**src/rtl/fetch_pc_unit.sv**
```systemverilog
// Instruction-fetch front end: PC/IR registers plus a one-entry prefetch buffer driving imem req/ack.
// Optional ack timeout with sticky fetch_err is enabled by defining FETCH_TIMEOUT_EN.
module fetch_pc_unit #(
    parameter int unsigned        DATA_W         = 16,
    parameter int unsigned        ADDR_W         = 16,
    parameter logic [ADDR_W-1:0]  RESET_PC       = 16'h0000,
    parameter int unsigned        TIMEOUT_CYCLES = 16
) (
    input  logic              clk,
    input  logic              rst,
    input  logic [1:0]        PCSrc,
    input  logic              PCWrite,
    input  logic              PCBEqCond,
    input  logic              PCBNqCond,
    input  logic              IRWrite,
    input  logic [DATA_W-1:0] alu_result,
    input  logic [DATA_W-1:0] alu_out,
    input  logic              alu_zero,
    input  logic [DATA_W-1:0] imem_rdata,
    input  logic              imem_ack,
    output logic              imem_req,
    output logic [ADDR_W-1:0] imem_addr,
    output logic [ADDR_W-1:0] pc,
    output logic [DATA_W-1:0] ir,
    output logic [3:0]        opcode,
    output logic [3:0]        func_field,
    output logic              ibuf_valid,
    output logic              fetch_stall,
    output logic              fetch_err
);

    typedef enum logic [1:0] {
        S_LAUNCH = 2'd0,
        S_REQ    = 2'd1,
        S_DROP   = 2'd2,
        S_FULL   = 2'd3
    } state_e;

    state_e            state_q, state_d;
    logic [ADDR_W-1:0] pc_q, pc_d;
    logic [ADDR_W-1:0] addr_q, addr_d;
    logic [ADDR_W-1:0] pc_target_c;
    logic [DATA_W-1:0] ir_q, ir_d;
    logic [DATA_W-1:0] ibuf_q, ibuf_d;
    logic              cond_c, pc_load_c, flush_c, timeout_c;

    // PC control decode; a stalled fetch step must not move the PC.
    assign fetch_stall = IRWrite & (state_q != S_FULL);
    assign cond_c      = PCWrite | (PCBEqCond & alu_zero) | (PCBNqCond & ~alu_zero);
    assign pc_load_c   = ~fetch_stall & cond_c & (PCSrc != 2'b11);
    assign flush_c     = pc_load_c & ~IRWrite;

    always_comb begin
        pc_target_c = pc_q;
        case (PCSrc)
            2'b00:   pc_target_c = ADDR_W'(alu_result);
            2'b01:   pc_target_c = ADDR_W'(alu_out);
            2'b10:   pc_target_c = {pc_q[ADDR_W-1:ADDR_W-4], ir_q[ADDR_W-5:0]};
            default: pc_target_c = pc_q;
        endcase
    end

    assign pc_d = pc_load_c ? pc_target_c : pc_q;
    assign ir_d = (IRWrite && (state_q == S_FULL)) ? ibuf_q : ir_q;

`ifdef FETCH_TIMEOUT_EN
    localparam int unsigned CNT_W = $clog2(TIMEOUT_CYCLES + 1);

    logic [CNT_W-1:0] cnt_q, cnt_d;
    logic             err_q, err_d;

    assign timeout_c = ((state_q == S_REQ) || (state_q == S_DROP)) && !imem_ack
                       && (cnt_q == CNT_W'(TIMEOUT_CYCLES - 1));

    // Wait counter restarts on every state change.
    always_comb begin
        cnt_d = '0;
        err_d = err_q | timeout_c;
        if (((state_q == S_REQ) || (state_q == S_DROP)) && (state_d == state_q)) begin
            cnt_d = cnt_q + CNT_W'(1);
        end
    end

    always_ff @(posedge clk or posedge rst) begin
        if (rst) begin
            cnt_q <= '0;
            err_q <= 1'b0;
        end else begin
            cnt_q <= cnt_d;
            err_q <= err_d;
        end
    end

    assign fetch_err = err_q;
`else
    localparam int unsigned timeout_unused = TIMEOUT_CYCLES;

    assign timeout_c = 1'b0;
    assign fetch_err = 1'b0;
`endif

    // Prefetch FSM next-state.
    always_comb begin
        state_d = state_q;
        addr_d  = addr_q;
        ibuf_d  = ibuf_q;
        case (state_q)
            S_LAUNCH: begin
                addr_d = pc_q;
                if (!flush_c) begin
                    state_d = S_REQ;
                end
            end
            S_REQ: begin
                if (imem_ack) begin
                    if (flush_c) begin
                        state_d = S_LAUNCH;
                    end else begin
                        state_d = S_FULL;
                        ibuf_d  = imem_rdata;
                    end
                end else if (timeout_c) begin
                    state_d = S_LAUNCH;
                end else if (flush_c) begin
                    state_d = S_DROP;
                end
            end
            S_DROP: begin
                if (imem_ack || timeout_c) begin
                    state_d = S_LAUNCH;
                end
            end
            S_FULL: begin
                if (IRWrite || flush_c) begin
                    state_d = S_LAUNCH;
                end
            end
            default: state_d = S_LAUNCH;
        endcase
    end

    always_ff @(posedge clk or posedge rst) begin
        if (rst) begin
            state_q <= S_LAUNCH;
            pc_q    <= RESET_PC;
            addr_q  <= RESET_PC;
            ir_q    <= '0;
            ibuf_q  <= '0;
        end else begin
            state_q <= state_d;
            pc_q    <= pc_d;
            addr_q  <= addr_d;
            ir_q    <= ir_d;
            ibuf_q  <= ibuf_d;
        end
    end

    assign imem_req   = (state_q == S_REQ) || (state_q == S_DROP);
    assign ibuf_valid = (state_q == S_FULL);
    assign imem_addr  = addr_q;
    assign pc         = pc_q;
    assign ir         = ir_q;
    assign opcode     = ir_q[DATA_W-1:DATA_W-4];
    assign func_field = ir_q[3:0];

endmodule

```
**config.mk**
```make
export PLATFORM = sky130hd
export DESIGN_NAME = fetch_pc_unit
export DESIGN_NICKNAME = d
export VERILOG_FILES = /design/src/rtl/fetch_pc_unit.sv
export SDC_FILE = /design/constraint.sdc
export NUM_CORES = 1
export LEC_CHECK = 0
export BUFFER_PORTS_ARGS = -buffer_cell sky130_fd_sc_hd__buf_2
export CAP_MARGIN = 15
export CORE_MARGIN = 2
export CORE_UTILIZATION = 49
export CTS_CLUSTER_SIZE = 30
export DETAILED_ROUTE_END_ITERATION = 8
export PLACE_DENSITY = 0.87
export SYNTH_ARGS = -nofsm -noshare
export SYNTH_HDL_FRONTEND = slang
export SYNTH_SLANG_ARGS = --single-unit
```
**constraint.sdc**
```tcl
create_clock -name clk -period 2.61 [get_ports clk]
set_input_delay 0.261 -clock clk [delete_from_list [all_inputs] [get_ports clk]]
set_output_delay 0.261 -clock clk [all_outputs]
set_load 0.01 [all_outputs]
```
**Yosys cells after proc, flatten, opt, wreduce, memory -nomap -nowiden**

Cells that the tools add are included.

- Register bits after elaboration: 66
- Input bits: 58
- Output and inout port bits: 60
- Logic and storage cells: 49

- Equal/unequal tests: 11
- Mux-type cells: 8
- Bitwise gates (word level): 13
- Reduce and logical (&&, ||, !) cells: 11

Operators by type and width:

| operator | number |
|---|---|
| 16-bit one-hot mux with 3 select lines | 1 |
| 2-bit 2-to-1 mux | 6 |
| 2-bit != test, second input constant | 4 |
| 2-bit one-hot mux with 4 select lines | 1 |
| 1-bit bitwise AND | 6 |
| 2-bit equality test, second input constant | 3 |
| 3-bit AND reduction | 2 |
| 1-bit inverter | 5 |
| 2-bit by 1-bit equality test with 1-bit output, second input constant | 2 |
| 2-bit logical NOT | 2 |
| 4-bit AND reduction | 1 |
| 3-bit != test, second input constant | 1 |
| 3-bit nonzero test | 1 |
| 1-bit logical OR | 2 |
| 2-bit by 1-bit != test with 1-bit output, second input constant | 1 |
| 1-bit OR | 2 |
| 2-bit AND reduction | 1 |
| 2-bit nonzero test | 1 |
| 1-bit logical AND | 1 |

**Logic depth before layout (Yosys ltp)**

Gate-level depths: netlist of the first run.

- Depth after elaboration: 9
- Mapped depth: 8
- Gate-level depth less buffers: 6

**Worst setup path after synthesis of the first run**

Ideal clock, no wire load.

- Path type: register to register
- Start point: register state_q[0]
- End point: register ir_q[0] (netlist: ir[0])
- Setup time: 0.125 ns
- Arrival: 1.597 ns
- Data required time: 2.485 ns
- Setup slack: 0.889 ns
- Stages on the path, launching flop included: 5
- Path buffers: 1
- Period minus slack after synthesis: 1.721 ns
- Cells stage by stage: dfrtp_1 > ha_1 > nand2_1 > clkbuf_1 > mux2_2

- Word-level cells in the longest chain between the ends: 2

Ends and longest elaborated chain:

| what | RTL line | RTL |
|---|---|---|
| start, declared | 39 | `state_e state_q, state_d;` |
| start signal, assigned | 150 | `state_q <= state_d;` |
| 2-bit equality test | - |  |
| net ibuf_valid | 27 | `output logic ibuf_valid,` |
| 1-bit logical AND | 64 | `assign ir_d = (IRWrite && (state_q == S_FULL)) ? ibuf_q : ir_q;` |
| end signal, assigned | 153 | `ir_q <= ir_d;` |
| end, declared | 43 | `logic [DATA_W-1:0] ir_q, ir_d;` |

The timed path passes the listed nets, and every way through them passes these cells.
A chain may end at the register's enable or synchronous reset.

**Final worst setup path of the first run**

- Start point: register state_q[0]
- End point: register pc_q[15] (netlist: pc[15])

- Word-level cells in the longest chain between the ends: 6

Ends and longest elaborated chain:

| what | RTL line | RTL |
|---|---|---|
| 2-bit != test | 48 | `assign fetch_stall = IRWrite & (state_q != S_FULL);` |
| 1-bit bitwise AND | 48 |  |
| 1-bit inverter | 50 | `assign pc_load_c = ~fetch_stall & cond_c & (PCSrc != 2'b11);` |
| 1-bit bitwise AND (2 in a row) | 50 |  |
| 3-bit AND reduction (no line) | - |  |
| end signal, assigned | 151 | `pc_q <= pc_d;` |
| end, declared | 40 | `logic [ADDR_W-1:0] pc_q, pc_d;` |

No other way between the ends.

==> flow_metrics.tcl, run 1 <==
set metrics [dict create \
    fp.dieW_um 82.8 \
    rr_startpoint "state_q[0]" \
    timing.reg2reg.setup_slack_ns 0.62 \
    hold_start "imem_rdata[0]" \
    synthArstFlopShare 1.00 \
    syn-cell-area_um2 3040 \
    antenna_found_initial 0 \
    drc 0 \
    leakage_nw 1.96 \
    ir_worst_vdd_mv 0.552 \
    antenna_cells 0 \
    cts_max_path_buffers 2 \
    r2r_end "pc[15]" \
    grt_pass1_wl_mm 10.4 \
    ys_seq_area_frac 0.543 \
    cp_cell_sequence "ha_1 > o21ai_2 > nor3_4 > mux2_1" \
    crit_path_max_incr_delay_ns 0.73 \
    syn_inst 246 \
    worstPathRequired_ns 2.82 \
    track_usage 0.190 \
    clk_pin_slew_ns 0.07 \
    ys_seq_elements 66 \
    path_delay_family "compound AO/OA/AOI/OAI gates" \
    worstSkewPairLatency_ns 0.33 \
    firstDrtPassIters 4 \
    grt_pass1_vias 2179 \
    cts-buffers-inserted 9 \
    port_buffers 116 \
    totalPowerFinal_mw 4.09 \
    layout-drive-gt1-share 0.528 \
    reg2regPathDepth 4 \
    hold_path_depth 2 \
    crit_type "reg2reg" \
    syn-num-nets 313 \
    max_slew_margin 0.383 \
    fillers 482 \
    postCtsResizedCells 0 \
    core_um2 5960 \
    finalSetupTns_ns 0 \
    gp_routability_congestion 0.807 \
    finalCriticalPeriod_ns 1.99 \
    worst_pin_slew_ns 0.926 \
    fin_nets 421 \
    post-cts-setup-buffers 0 \
    place_hpwl_mm 4.81 \
    cts_sinks 66 \
    worst_ep_arrival_time_ns 2.19 \
    synth_top_area_share 0.543 \
    wl_mm 6.39 \
    slew_violations 0 \
    wl_met1_mm 2.77 \
    met3_wirelength_um 370 \
    area_delta_synth_final_pct 24.0 \
    die_area_um2 6860 \
    ant_nets 0 \
    start_util 0.511 \
    io_pins 118 \
    grt_max_degree 43 \
    fp.dieH_um 82.8 \
    synth_edf_count 0 \
    clock.fmax_mhz 504 \
    drtIter0Drc 72 \
    cts_max_level 3 \
    synth.most_common_cell "dfrtp_1" \
    top_layer_used "met4" \
    yosys-top-cells-area "dfrtp_1, mux2_2, o21ai_0, mux2_4, ha_1" \
    rsz0062_at_grt "false" \
    whs_endpoint "ibuf_q[0]" \
    fin_skew_ns 0.00774 \
    synth.avg_cell_area_um2 12.4 \
    route.met2.wl_mm 3.11 \
    yosysWarnings 0 \
    cts_tree "built" \
    path_buf_inv 0 \
    report.final.setup_viol 0 \
    slowest_stage "o21ai_2" \
    critPathCaptureType "register" \
    finalHoldViolCount 0 \
    startpoint_type "register" \
    cap_violations 0 \
    power_density_nw_per_um2 1080 \
    fin_crit_sh 0.761 \
    holdBufCountCts 1 \
    hp-class "in2reg" \
    avgViaCountPerCell 5.11 \
    num_rows 28 \
    critPathMaxFanout 25 \
    synth_top_cell_by_area "dfrtp_1" \
    overflow 0 \
    vias 2213 \
    synthTopCellsByCount "dfrtp_1, mux2_2, o21ai_0, nand2_1" \
    wl_per_cell_um 14.8 \
    status "complete, no violations" \
    ys.flop_type "dfrtp_1" \
    cts-root-buf "clkbuf_8" \
    synth_cell_types 26 \
]
-- metal layers --
layer  global-route usage  vias up
met4               0.0999        0
met2                0.295       86
met1                0.245     1059
met5                    0        -
met3               0.0517       12
li1                     -     1056
-- metrics by stage --
| stage | setup WS, ns | utilization | hold WS (ns) | cells | area (um^2) |
|---|---|---|---|---|---|
| after floorplan | 0.694 | - | 0.409 | 246 | 3040 |
| after global placement | 0.652 | 0.605 | 0.334 | 417 | 3600 |
| after detailed placement | 0.584 | 0.605 | 0.339 | 417 | 3600 |
| after CTS | 0.628 | 0.633 | 0.147 | 433 | 3770 |
| after global routing | 0.496 | 0.633 | 0.146 | 433 | 3770 |
| final | 0.625 | 0.633 | 0.159 | 433 | 3770 |
-- logic make-up (layout without fill, tap and decap cells) --
family          count (synthesis)  count (layout)  synth area share
other cells                     1               1           0.00123
buf+inv                        34             146            0.0613
simple gates                   34              34            0.0502
compound gates                 46              46            0.0905
mux                            56              56             0.217
fa+ha+maj                       9               9            0.0370
flops                          66              66             0.543
-- state kept, by name, indices dropped and copies added, names as in the netlist --
signal     count
ir            16
state_q        2
imem_addr     16
ibuf_q        16
pc            16
-- how the worst max path moves through the flow --
stage	endpoint	from	slack (ns)	cells past startpoint
after floorplan	ibuf_q[0]	rst	0.69	1
after global placement	pc[14]	PCSrc[0]	0.65	6
after detailed placement	pc[13]	PCSrc[0]	0.58	6
after CTS	pc[15]	state_q[0]	0.63	4
after global routing	pc[15]	state_q[0]	0.50	4
final	pc[15]	state_q[0]	0.62	4
-- cell usage in the layout, fill, tap and decap left out, types with 4 or more instances in the layout --
master and instances:
dfrtp_1 66, mux2_2 43, o21ai_0 28, ha_1 9, mux2_4 9, buf_2 116
nand3_1 4, a22oi_1 12, clkbuf_8 9, inv_1 11, nand2_1 25, clkinv_2 4
-- final cells by class --
type / count / area, um^2 / area share
Clock buffer: 9 / 124 / 0.0328
Clock inverter: 6 / 35.0 / 0.00929
Inverter: 12 / 45.0 / 0.0119
Multi-Input combinational cell: 146 / 1200 / 0.319
Sequential cell: 66 / 1650 / 0.438
Tap cell: 75 / 93.8 / 0.0249
Timing Repair Buffer: 119 / 618 / 0.164
-- report_power, final --
group          internal [mW]  switching (mW)  total, mW
sequential              1.48           0.299       1.78
clock                  0.332           0.371      0.703
combinational          0.858           0.743       1.60
(Power assumes the default switching activity.)
==> run 2, diff against run 1 <==
- clock period: 2.61 -> 2 ns (I/O delays scaled with it)
==> run 2 against run 1 <==
Cell area up 2.8%. Clock power up 82%. First-iteration DRC count down 13%. Global-route usage up 0.55 points. Critical path depth unchanged. Maximum frequency up 24%. Setup slack worse by 0.23 ns. Sequential share of layout area down 1.2 points. Clock skew down 0.00073 ns. Register-to-register slack worse by 0.23 ns. Critical path type unchanged. Largest power group unchanged.
==> flow_metrics.tcl, run 2 (synthesized netlist as in run 1, its figures left out) <==
set metrics [dict create \
    hp-class "in2reg" \
    wl_mm 6.44 \
    area_delta_synth_final_pct 27.4 \
    report.final.setup_viol 0 \
    place_hpwl_mm 4.97 \
    finalHoldViolCount 0 \
    status "complete, no violations" \
    die_area_um2 6860 \
    hold_path_depth 2 \
    grt_max_degree 43 \
    switchingPower_mw 1.84 \
    startpoint "state_q[1]" \
    port_buffers 116 \
    antenna_found_initial 0 \
    overflow 0 \
    fp.dieW_um 82.8 \
    final_cell_mix "buf_2, dfrtp_1, mux2_2" \
    drtIter0Drc 63 \
    cts-buffers-inserted 9 \
    start_util 0.511 \
    firstDrtPassIters 4 \
    slew_violations 0 \
    hold-worst-slack_ns 0.103 \
    drc 0 \
    post-cts-setup-buffers 0 \
    clock.fmax_mhz 622 \
    antenna_cells 0 \
    crit_type "reg2reg" \
    reg2regPathDepth 4 \
    vias 2188 \
    critPathMaxFanout 17 \
    grt_pass1_wl_mm 10.8 \
    rsz0062_at_grt "false" \
    gp_routability_congestion 0.825 \
    num_rows 28 \
    intPower_mw 3.86 \
    wl_per_cell_um 14.7 \
    max_slew_margin 0.637 \
    hold_start "imem_rdata[4]" \
    worst_ep_arrival_time_ns 1.82 \
    totalPowerFinal_mw 5.71 \
    finalCriticalPeriod_ns 1.61 \
    power_density_nw_per_um2 1470 \
    grt_pass1_vias 2194 \
    rr_startpoint "state_q[1]" \
    track_usage 0.196 \
    fin_skew_ns 0.00702 \
    startpoint_type "register" \
    postCtsResizedCells 0 \
    fin_crit_sh 0.803 \
    avgViaCountPerCell 4.98 \
    cts_max_path_buffers 2 \
    ant_nets 0 \
    worstSkewPairLatency_ns 0.32 \
    worstPathRequired_ns 2.21 \
    leakage_nw 2.02 \
    critPathCaptureType "register" \
    finalSetupTns_ns 0 \
    ir_worst_vdd_mv 0.759 \
    cts_sinks 66 \
    cts_tree "built" \
    cts-root-buf "clkbuf_8" \
    io_pins 118 \
    fin_nets 426 \
    swShare 0.323 \
    fp.dieH_um 82.8 \
    core_um2 5960 \
    cts_max_level 3 \
    clkPwrFrac 0.225 \
    cap_violations 0 \
    share_seq_of_total_power 0.408 \
    worst_pin_slew_ns 0.545 \
    pwr-share-comb 0.367 \
    clk_pin_slew_ns 0.07 \
    layout-drive-gt1-share 0.536 \
    final_common_cell "buf_2" \
]
-- run 2: cell count changes in the layout (fill, tap and decap cells not counted), sizes merged --
cell / previous run / this run
buf: 118 / 123
bufinv: 0 / 2
clkbuf: 9 / 12
clkinv: 4 / 1
clkinvlp: 2 / 1
-- run 2: routing by layer --
layer / global-route usage / part of all wire / routed length [um]
met5: 0 / 0 / 0
met4: 0.0909 / 0.018 / 114
met3: 0.0447 / 0.048 / 311
met2: 0.315 / 0.50 / 3230
met1: 0.252 / 0.43 / 2780
-- run 2: repair_timing --
item                                    4_1_cts  5_1_grt
hold endpoints to repair                     24        0
endpoints found under the setup margin        0        0
hold buffers                                  1        0
-- run 2: area by class of cell --
cell class	count	area (um^2)
inverter	12	45.0
tap	75	93.8
timing repair buffer	124	643
sequential	66	1650
multi-input combinational	146	1200
clock buffer	12	165
fill	483	2080
clock inverter	4	72.6
-- run 2: power by group through the flow --
stage	registers, mW	logic (mW)	clock network, mW
2_1_floorplan	2.46	1.29	0
3_3_place_gp	2.31	2.03	0
3_5_place_dp	2.36	2.12	0
4_1_cts	2.33	2.13	1.31
5_1_grt	2.42	2.27	1.39
6_report	2.33	2.09	1.28
-- run 2: worst max-delay path: stages, from the launching register on --
cell and delay, ns:
dfrtp_1 0.41, inv_1 0.11, ha_1 0.19, and3_4 0.39
mux2_2 0.38
-- run 2: per-stage QoR --
step	instance area, um^2	setup slack (ns)	cells	utilization
detailed placement	3630	0.287	422	0.609
CTS	3880	0.387	439	0.651
global route	3880	0.319	439	0.651
global placement	3630	0.357	422	0.609
finish	3880	0.393	439	0.651
floorplan	3040	0.145	246	-
-- run 2: worst paths after layout --
kind	end	slack, ns
worst max-delay path	ibuf_q[13]	0.39
worst min-delay path	ibuf_q[4]	0.10
min in group asynchronous	ibuf_q[13]	0.47
max in group asynchronous	pc[7]	1.08
worst min register to register	pc[9]	0.49
worst max register to register	ibuf_q[13]	0.39
==> run 3, diff against run 2 <==
- CORE_UTILIZATION: 49 -> 44
- PLACE_DENSITY: 0.87 -> 0.83
- clock period: 2 -> 1.4 ns (I/O delays scaled with it)
==> run 3 against run 2 <==
The flow now finishes with violations (negative setup slack). Setup slack got worse by 0.60 ns. Via count increased by 3.9%. Critical path depth increased by 2. Maximum frequency increased by 0.12%. Register-to-register slack got worse by 0.60 ns. Sequential share of layout area decreased by 3.2 points. Routed wire length increased by 5.5%. Combinational power increased by 69%. Hold slack got worse by 0.074 ns. Cell area increased by 8.2%. Cell count increased by 4.8%. Sequential power increased by 44%. Critical endpoint is now state_q[1]. Largest cell class unchanged. Largest power group is now combinational logic. Highest routed layer unchanged.
==> flow_metrics.tcl, run 3 (synthesized netlist as in run 1, its figures left out) <==
set metrics [dict create \
    hold-worst-slack_ns 0.0287 \
    cts_tree "built" \
    slowest_stage "dfrtp_2" \
    fp.dieW_um 87.2 \
    avgViaCountPerCell 4.94 \
    wl_per_cell_um 14.8 \
    dp_slack_ns -0.249 \
    cts_max_path_buffers 2 \
    setup_ws_ns -0.205 \
    report.final.setup_viol 40 \
    final_common_cell "buf_2" \
    finalHoldViolCount 0 \
    final_cell_mix "buf_2, dfrtp_1, mux2_2" \
    io_pins 118 \
    drc 0 \
    cts-root-buf "clkbuf_8" \
    area_delta_synth_final_pct 37.8 \
    place_hpwl_mm 4.75 \
    port_buffers 116 \
    multi_input_area_um2 1280 \
    slew_violations 0 \
    dpl_cell_area_um2 3760 \
    ir_worst_vdd_mv 1.25 \
    grt_max_degree 67 \
    clkPwrFrac 0.216 \
    layout-drive-gt1-share 0.576 \
    clk_pin_slew_ns 0.07 \
    firstDrtPassIters 4 \
    switchingPower_mw 2.80 \
    rsz0062_at_grt "true" \
    grt_pass1_wl_mm 10.7 \
    path_buf_inv 2 \
    gp_routability_congestion 0.798 \
    core_um2 6760 \
    intPower_mw 5.99 \
    fin_skew_ns 0.00780 \
    worstSkewPairLatency_ns 0.34 \
    startpoint_type "register" \
    fillers 523 \
    critPathCaptureType "register" \
    finalCriticalPeriod_ns 1.60 \
    die_area_um2 7600 \
    num_rows 30 \
    ant_nets 0 \
    fp.dieH_um 87.2 \
    fin_nets 442 \
    hp-class "in2reg" \
    pwr-share-comb 0.403 \
    crit_path_max_incr_delay_ns 0.41 \
    power_density_nw_per_um2 2100 \
    cap_violations 0 \
    swShare 0.318 \
    drtIter0Drc 46 \
    path_delay_family "multiplexers" \
    instances_no_fill 460 \
    cts_max_level 3 \
    worst_ep_arrival_time_ns 1.82 \
    antenna_cells 0 \
    wl_mm 6.79 \
    critPathMaxFanout 3 \
    grt_pass1_vias 2227 \
    worstPathRequired_ns 1.62 \
    crit_type "reg2reg" \
    vias 2274 \
    overflow 0 \
    fin_crit_sh 1.15 \
    clock.fmax_mhz 623 \
    antenna_found_initial 0 \
    cts-buffers-inserted 9 \
    cts_sinks 66 \
    regArea_um2 1650 \
    start_util 0.450 \
    status "complete, but fails checks" \
    violations "negative setup slack" \
    finalSetupTns_ns -3.77 \
    placed_cells 436 \
    final_cell_area_um2 4190 \
    track_usage 0.186 \
    leakage_nw 2.16 \
    share_seq_of_total_power 0.381 \
    cp_cell_sequence "inv_2 > buf_6 > ha_4 > mux2i_1 > o22a_1 > mux2_4" \
]
-- run 3: cell types whose count changed in the layout (fill, tap and decap cells not counted), sizes merged --
cell,previous run,this run
bufinv,2,3
buf,123,137
clkinv,1,4
inv,12,11
clkbuf,12,11
-- run 3: final timing paths --
| kind | from | endpoint | slack (ns) | cells after the start |
|---|---|---|---|---|
| worst max-delay path | state_q[1] | state_q[1] | -0.20 | 6 |
| worst min-delay path | imem_rdata[8] | ibuf_q[8] | 0.03 | 2 |
| worst max register to register | state_q[1] | state_q[1] | -0.20 | 6 |
| worst min register to register | imem_addr[4] | imem_addr[4] | 0.50 | 1 |
| max in group asynchronous | rst | state_q[1] | 0.66 | 4 |
| min in group asynchronous | rst | pc[14] | 0.44 | 4 |
-- run 3: per-layer routing --
layer | wire length (um) | up-vias | GRT usage | share of wire
met1 | 2960 | 1077 | 0.237 | 0.44
met2 | 3340 | 72 | 0.296 | 0.49
met4 | 195 | 0 | 0.0909 | 0.029
met3 | 293 | 18 | 0.0493 | 0.043
met5 | 0 | - | 0 | 0
li1 | - | 1107 | - | -
-- run 3: power by group through the flow --
| stage | logic (mW) | clock network (mW) | registers [mW] |
|---|---|---|---|
| 2_1_floorplan | 1.88 | 0 | 3.52 |
| 5_1_grt | 3.85 | 2.03 | 3.47 |
| 6_report | 3.54 | 1.90 | 3.35 |
| 3_5_place_dp | 3.17 | 0 | 3.37 |
| 3_3_place_gp | 3.09 | 0 | 3.32 |
| 4_1_cts | 3.37 | 1.94 | 3.34 |
-- run 3: timing repair --
action,4_1_cts,5_1_grt
gates resized for setup,9,11
pin swaps,4,1
setup buffers,4,0
hold buffers,1,0
cloned,0,3
setup endpoints to repair,43,62
hold endpoints to repair,66,0
-- run 3: stage by stage --
| stage | power [mW] | utilization |
|---|---|---|
| 3_3_place_gp | 6.41 | 0.557 |
| 5_1_grt | 9.35 | 0.621 |
| 4_1_cts | 8.66 | 0.606 |
| 2_1_floorplan | 5.40 | - |
| 3_5_place_dp | 6.54 | 0.557 |
| 6_report | 8.79 | 0.621 |
-- run 3: worst reg2reg max path, stage by stage, from the launching register on --
cell and delay [ns]:
dfrtp_2 0.41, inv_2 0.06, buf_6 0.12, ha_4 0.15
mux2i_1 0.22, o22a_1 0.21, mux2_4 0.31
-- run 3: final cells by class --
cell class,instances,area share
well taps,80,0.0239
clock buffers,9,0.0295
multi-input cells,146,0.304
inverters,12,0.0116
repair buffers,140,0.209
clock inverters,7,0.0280
flip-flops and latches,66,0.394
